[src/rtl/axi_read_channel.sv]
// AXI4-style read-only slave: accepts one AR request at a time and streams
// arlen+1 R beats from a fixed pattern memory (word i = {16'hCAFE, i}).
module axi_read_channel #(
  parameter int ADDR_WIDTH = 32,
  parameter int DATA_WIDTH = 32,
  parameter int MEM_DEPTH  = 256
) (
  input  logic                  aclk,
  input  logic                  aresetn,
  input  logic [ADDR_WIDTH-1:0] araddr,
  input  logic [2:0]            arprot,
  input  logic [3:0]            arlen,
  input  logic [1:0]            arsize,
  input  logic [2:0]            arburst,
  input  logic                  arvalid,
  output logic                  arready,
  output logic [DATA_WIDTH-1:0] rdata,
  output logic [1:0]            rresp,
  output logic                  rvalid,
  input  logic                  rready
);

  typedef enum logic {IDLE, BURST} state_e;

  localparam logic [1:0] RESP_OKAY   = 2'b00;
  localparam logic [1:0] RESP_SLVERR = 2'b10;
  localparam logic [1:0] RESP_DECERR = 2'b11;

  state_e                  state_q;
  logic                    arready_q, rvalid_q;
  logic [DATA_WIDTH-1:0]   rdata_q;
  logic [1:0]              rresp_q;
  logic [ADDR_WIDTH-1:0]   addr_q;
  logic [3:0]              len_q, beat_q;
  logic [1:0]              size_q;
  logic [2:0]              burst_q;
  logic [2:0]              prot_q, prot_d;
  logic                    err_q;

  logic [ADDR_WIDTH-1:0]   beat_addr;
  logic [ADDR_WIDTH-3:0]   beat_idx;
  logic                    beat_err;
  logic [DATA_WIDTH-1:0]   beat_data;
  logic [1:0]              beat_resp;
  logic                    ar_hs;

  function automatic logic [ADDR_WIDTH-1:0] next_addr(
    input logic [ADDR_WIDTH-1:0] a, input logic [3:0] len,
    input logic [1:0] size, input logic [2:0] burst);
    logic [ADDR_WIDTH-1:0] s, b;
    s = ADDR_WIDTH'(1) << size;
    b = (ADDR_WIDTH'(len) + ADDR_WIDTH'(1)) * s;
    case (burst)
      3'd1:    next_addr = a + s;
      3'd2:    next_addr = (a & ~(b - 1'b1)) | ((a + s) & (b - 1'b1));
      default: next_addr = a;  // FIXED; reserved encodings also hold the address
    endcase
  endfunction

  function automatic logic slv_err(
    input logic [ADDR_WIDTH-1:0] a, input logic [3:0] len,
    input logic [1:0] size, input logic [2:0] burst);
    logic [ADDR_WIDTH-1:0] s;
    logic wrap;
    s    = ADDR_WIDTH'(1) << size;
    wrap = (burst == 3'd2);
    slv_err = (size == 2'd3) || (burst > 3'd2) ||
              (wrap && !(len == 4'd1 || len == 4'd3 || len == 4'd7 || len == 4'd15)) ||
              (wrap && ((a & (s - 1'b1)) != '0));
  endfunction

  assign ar_hs = arvalid && arready_q;
  assign prot_d = ar_hs ? arprot : prot_q;

  // Beat 0 comes straight from the AR inputs; later beats from the latched state.
  always_comb begin
    beat_addr = (state_q == IDLE) ? araddr : addr_q;
    beat_err  = (state_q == IDLE) ? slv_err(araddr, arlen, arsize, arburst) : err_q;
    beat_idx  = beat_addr[ADDR_WIDTH-1:2];
    beat_data = '0;
    beat_resp = RESP_OKAY;
    if (beat_idx >= (ADDR_WIDTH-2)'(MEM_DEPTH)) begin
      beat_resp = RESP_DECERR;
    end else if (beat_err) begin
      beat_resp = RESP_SLVERR;
    end else begin
      beat_data = DATA_WIDTH'({16'hCAFE, beat_idx[15:0]});
    end
  end

  always_ff @(posedge aclk) begin
    if (!aresetn) begin
      state_q   <= IDLE;
      arready_q <= 1'b0;
      rvalid_q  <= 1'b0;
      rdata_q   <= '0;
      rresp_q   <= RESP_OKAY;
      addr_q    <= '0;
      len_q     <= '0;
      beat_q    <= '0;
      size_q    <= '0;
      burst_q   <= '0;
      prot_q    <= '0;
      err_q     <= 1'b0;
    end else begin
      prot_q <= prot_d;
      case (state_q)
        IDLE: begin
          arready_q <= 1'b1;
          if (ar_hs) begin
            addr_q    <= next_addr(araddr, arlen, arsize, arburst);
            len_q     <= arlen;
            size_q    <= arsize;
            burst_q   <= arburst;
            err_q     <= beat_err;
            beat_q    <= '0;
            rvalid_q  <= 1'b1;
            rdata_q   <= beat_data;
            rresp_q   <= beat_resp;
            arready_q <= 1'b0;
            state_q   <= BURST;
          end
        end
        BURST: begin
          if (rready) begin
            if (beat_q == len_q) begin
              rvalid_q  <= 1'b0;
              arready_q <= 1'b1;
              state_q   <= IDLE;
            end else begin
              rdata_q <= beat_data;
              rresp_q <= beat_resp;
              addr_q  <= next_addr(addr_q, len_q, size_q, burst_q);
              beat_q  <= beat_q + 4'd1;
            end
          end
        end
        default: state_q <= IDLE;
      endcase
    end
  end

  assign arready = arready_q;
  assign rvalid  = rvalid_q;
  assign rdata   = rdata_q;
  assign rresp   = rresp_q;

endmodule

[config.mk]
export PLATFORM = sky130hd
export DESIGN_NAME = axi_read_channel
export DESIGN_NICKNAME = d
export VERILOG_FILES = /design/src/rtl/axi_read_channel.sv
export SDC_FILE = /design/constraint.sdc
export NUM_CORES = 1
export LEC_CHECK = 0
export CAP_MARGIN = 30
export CORE_MARGIN = 2
export CORE_UTILIZATION = 62
export DETAILED_ROUTE_END_ITERATION = 7
export PLACE_DENSITY = 0.87
export SLEW_MARGIN = 0
export SYNTH_ARGS = -nofsm -noshare
export SYNTH_HDL_FRONTEND = slang
export SYNTH_SLANG_ARGS = --single-unit
[constraint.sdc]
create_clock -name aclk -period 8 [get_ports aclk]
set_input_delay 0.8 -clock aclk [delete_from_list [all_inputs] [get_ports aclk]]
set_output_delay 0.8 -clock aclk [all_outputs]
set_load 0.01 [all_outputs]
## Yosys cells after proc, flatten, opt, wreduce, memory -nomap -nowiden

Index checks and enable logic that the tools add are counted.
W data, S select, Z words.

| cells by class | value |
|---|---|
| $mul | 2 |
| $lt $le $gt $ge | 2 |
| reductions and logical operators | 16 |
| bitwise operators | 10 |
| equality and inequality tests | 15 |
| add/subtract/negate cells | 8 |
| shift operators | 2 |
| multiplexer cells | 36 |

Operators with widths:

| kind | number |
|---|---|
| $mux W32 | 9 |
| $pmux W32 S2 | 4 |
| $and A32 B32 Y32 | 5 |
| $sub A32 B1 Y32 const B | 3 |
| $add A32 B32 Y32 | 2 |
| $mul A5 B32 Y32 | 2 |
| $not A32 Y32 | 2 |
| $or A32 B32 Y32 | 2 |
| $shl A1 B2 Y32 const A | 2 |
| $reduce_bool A32 Y1 | 1 |
| $ge A30 B9 Y1 const B | 1 |
| $mux W4 | 3 |
| $add A4 B1 Y5 const B | 2 |
| $mux W1 | 10 |
| $mux W2 | 5 |
| $pmux W4 S2 | 1 |
| $eq A3 B1 Y1 const B | 2 |
| $eq A3 B2 Y1 const B | 2 |
| $logic_or A1 B1 Y1 | 6 |
| $ne A2 B2 Y1 const B | 3 |
| $pmux W1 S2 | 3 |
| $reduce_and A3 Y1 | 2 |
| $add A4 B1 Y4 const B | 1 |
| $eq A4 B1 Y1 const B | 1 |
| 14 further kinds | 17 |

| storage, ports and cells | value |
|---|---|
| flip-flop bits (word level) | 83 |
| input port bits | 48 |
| output and inout bits | 36 |

## Longest topological paths before layout

| logic depth | value |
|---|---|
| depth after elaboration | 14 |
| gate-level depth with buffers | 20 |
| gate-level depth less buffers | 20 |

## Least setup slack after synthesis

Ideal clock, no wire load.

| timing | value |
|---|---|
| path kind | input to register |
| start point | input arlen[0] |
| end point | register (tool-made name) |
| arrival time | 4988 ps |
| library setup time | 70 ps |
| data required time | 7930 ps |
| stages | 20 |
| buffers on the path | 0 |
| path slack | 2942 ps |
| cells stage by stage | ha_1 > xor2_1 > nand2_1 > fa_1 > inv_1 > ha_1 > inv_1 > fa_1 > inv_1 > fa_1 > a211oi_1 > o21bai_1 > o41ai_4 > ha_1 > a21o_1 > nand4_1 > or3_1 > a21oi_1 > o21ai_0 > a21oi_1 |

RTL lines:

| item | RTL line | source |
|---|---|---|
| start: declaration | 12 | `input logic [3:0] arlen,` |

==> results by group <==
Placed design
  – Placer Congestion: 0.969
  – DP Worst Slack: 1.66 ns
  – IO buf count: between 70 and 80
  – Placed Cells: around 1100
  – Final HPWL DP: ~16000 um

Floorplan
  – Chip Height: between 100 and 150 um
  – Initial core utilization: 0.641
  – Std-Cell Rows: 38
  – Die Wd: 110 um
  – I/O pin total: 84
  – Die ar.: approximately 0.012 sq mm
  – Core Area: 0.0109 sq mm

Pwr
  – Peak VDD IR: 120 uV
  – Net switching power: roughly 0.42 mW
  – Total power: 1.26 mW
  – Internal: between 0.8 and 0.9 mW
  – Comb pwr share: 0.325
  – Part of the power in registers: 0.297
  – Lkg Pwr: ~3.2 nW
  – Part of the power in the clock network: 0.379
  – Pwr/cell area: about 160 mW/mm^2
  – Sw frac: 0.332

Worst setup path
  – Worst Setup Start Kind: input port
  – Setup CP Type: input port to flip-flop
  – Worst-path cell chain: clkdlybuf4s50_1 -> ha_1 -> xor2_1 -> nand2_1 -> fa_1 -> inv_1 -> ha_1 -> inv_1 -> fa_1 -> inv_1 -> fa_1 -> a211oi_1 -> o21bai_1 -> o41ai_4 -> ha_1 -> a21o_1 -> nand3_1 -> or3_1 -> a21oi_1 -> o21ai_0 -> a21oi_1
  – Cells on worst reg2reg path: 16
  – Crit path DAT: roughly 6.5 ns
  – Worst Setup End Kind: flip-flop
  – Slowest-stage cell, CP: clkdlybuf4s50_1
  – Critical Path RT: about 8.3 ns
  – CP max stage delay: around 0.65 ns
  – Max FO, Critical Path: 8

Clocking
  – CTS tree: done
  – Longest Clk Path Bufs: 2
  – Hold bufs inserted after CTS: 0
  – Postcts setup bufs: 0
  – Post-CTS sizing: 0
  – H-tree level count: 3
  – CTS Buf Count: 9
  – Root Buffer Master: clkbuf_16
  – Clock Latency Late Sink: 0.34 ns
  – Clk slew on worst S/H paths: 0.06 ns
  – Clk sinks: between 60 and 70

GRT
  – Gr usage total: 0.353
  – Vias in the first global route: 6854
  – First-pass GRT wire length: 33500 um
  – Antenna violations before repair: 0
  – Largest net degree at the start of global routing: 55
  – GRT overflow: 0

Finish
  – P&R area growth vs syn: 15.8%
  – Fin cells: 1137
  – # fillers: between 800 and 900
  – Number of diodes: 0
  – Final Net Count: about 1100
  – Share of post-route cells with drive strength above 1: 0.0481

Logic synthesis
  – Ys Warns: 0
  – Yosys top cell area share: 0.194
  – Main synth FF type: dfxtp_1
  – Fraction of registers with async set/reset: 0
  – Cell Area, Synth: between 0.007 and 0.008 sq mm
  – Synthesized flop and latch total: roughly 70
  – Sequential fraction of the synthesis area: 0.194
  – Leading area contributor after synthesis: dfxtp_1
  – Post-synth EDFFs: 0
  – Gate count of the mapped netlist: 943
  – Post-synth cell types: between 70 and 80
  – Syn_area_per_cell: approximately 7.4 sq um
  – Area contributors post-synth: dfxtp_1 19%, ha_1 11%, nand2_1 5.8%, fa_1 5.7%, o21ai_0 4.8%

STA
  – Final setup TNS: 0 ns
  – Final setup vio count: 0
  – Final worst-path cycle share: 0.774
  – Pin slew with the least headroom to its limit: ~0.9 ns
  – Post-Route Skew: around 0.0039 ns
  – RSZ-0062 raised after global routing: no
  – Max frequency: 161 MHz
  – Final Critical Period: between 6 and 7 ns
  – Final WS setup: around 1.8 ns
  – Final Max Tran Viols: 0
  – Slew HR: 0.390
  – Final hold vios: 0

Min path
  – Worst hold path type: flip-flop to flip-flop
  – Hold path cells: 1

Route
  – Final ANT Viol Nets: 0
  – First-pass detailed-route iteration total: 6
  – Routed length per instance: about 18 um
  – Vias: 7378
  – Via density: 6.49
  – DR iter-0 viols: 854
  – Post-Route WL: slightly above 20000 um
  – Residual DRC count: 0

Job
  – Max cap viols: 0

Status
  – Outcome: complete, no violations
metal layers:
metal	global-route usage	part of all wire	vias up
met2	0.550	0.45	479
met1	0.484	0.40	3375
met3	0.0553	0.12	70
met4	0.156	0.036	0
met5	0	0	-
li1	-	-	3454
metrics by stage:
stage	cell area, sq um	hold slack [ns]	util
floorplan	7030	0.466	-
global placement	7750	0.440	0.709
detailed placement	7760	0.444	0.710
CTS	8120	0.460	0.743
global route	8120	0.490	0.743
finish	8120	0.453	0.743
placed cells by master, fill, tap and decap left out, drive strengths merged, types with 15 or more instances in the layout:
master	instances
nand2	108
nor2	80
clkdlybuf4s50	75
inv	69
o21ai	69
dfxtp	68
a21oi	63
ha	60
nand3	34
nor3	24
nor4	24
and2	20
a31oi	20
fa	20
xnor2	19
xor2	18
mux2i	15
critical path, delay by kind of cell:
kind / cells / cell delay [ns]
xor gates and xnor gates: 1 / 0.28
and+or+nand+nor: 3 / 0.56
adders and majority gates: 6 / 2.31
buffers and inverters: 4 / 0.81
AOI/OAI and AO/OA: 7 / 1.70
cells in the mapped netlist (4+ instances only):
cell type  number
a21oi_1        63
a41oi_1         4
nand3_1        34
ha_1           60
and3_1         11
fa_1           20
or3_1          11
mux2i_1        15
o21bai_1        5
buf_1           4
o211ai_1       13
inv_1          68
o21ai_0        67
clkbuf_1       22
buf_4          18
a211oi_1       10
a21o_1         12
a31oi_1        20
xnor2_1        19
a21boi_0        4
nor2b_1        13
nor4_1         23
nor3_1         23
xor2_1         18
buf_2           5
nand4_1        13
or4_1           6
dfxtp_1        68
nand2b_1       11
and2_1         20
o31a_1          7
nor2_1         80
nor3b_1         5
nor3b_2         4
nand2_1       108
cells by family (layout without fill, tap and decap cells):
group           count (synthesis)  count (layout)  share of synthesized area
simple gates                  380             380                      0.276
compound gates                241             241                      0.220
buf+inv                       119             169                     0.0744
fa+ha+maj                      80              80                      0.164
flops                          68              68                      0.194
xor+xnor                       37              37                     0.0462
mux                            17              17                     0.0246
other cells                     1               5                   0.000535
power groups by stage:
| stage | clock, mW | combinational (mW) | sequential [mW] |
|---|---|---|---|
| 3_5_place_dp | 0 | 0.398 | 0.380 |
| 4_1_cts | 0.479 | 0.402 | 0.373 |
| 2_1_floorplan | 0 | 0.287 | 0.373 |
| 5_1_grt | 0.498 | 0.452 | 0.376 |
| 6_report | 0.478 | 0.410 | 0.374 |
| 3_3_place_gp | 0 | 0.385 | 0.379 |
area by class of cell:
class / count / area [sq um] / share of cell area
clock buffers: 11 / 253 / 0.0311
clock inverters: 5 / 106 / 0.0131
inverters: 69 / 259 / 0.0319
multi-input cells: 760 / 5150 / 0.634
flip-flops and latches: 68 / 1360 / 0.168
well taps: 140 / 175 / 0.0216
repair buffers: 84 / 818 / 0.101
path summary, 6_finish.rpt:
path / from / endpoint / slack [ns]
worst max-delay path: arlen[0] / flip-flop / 1.81
worst min-delay path: rdata[8] / rdata[8] / 0.45
worst max register to register: size_q[0] / flip-flop / 2.56
worst min register to register: rdata[8] / rdata[8] / 0.45
Power figures use the tool's default switching activity.
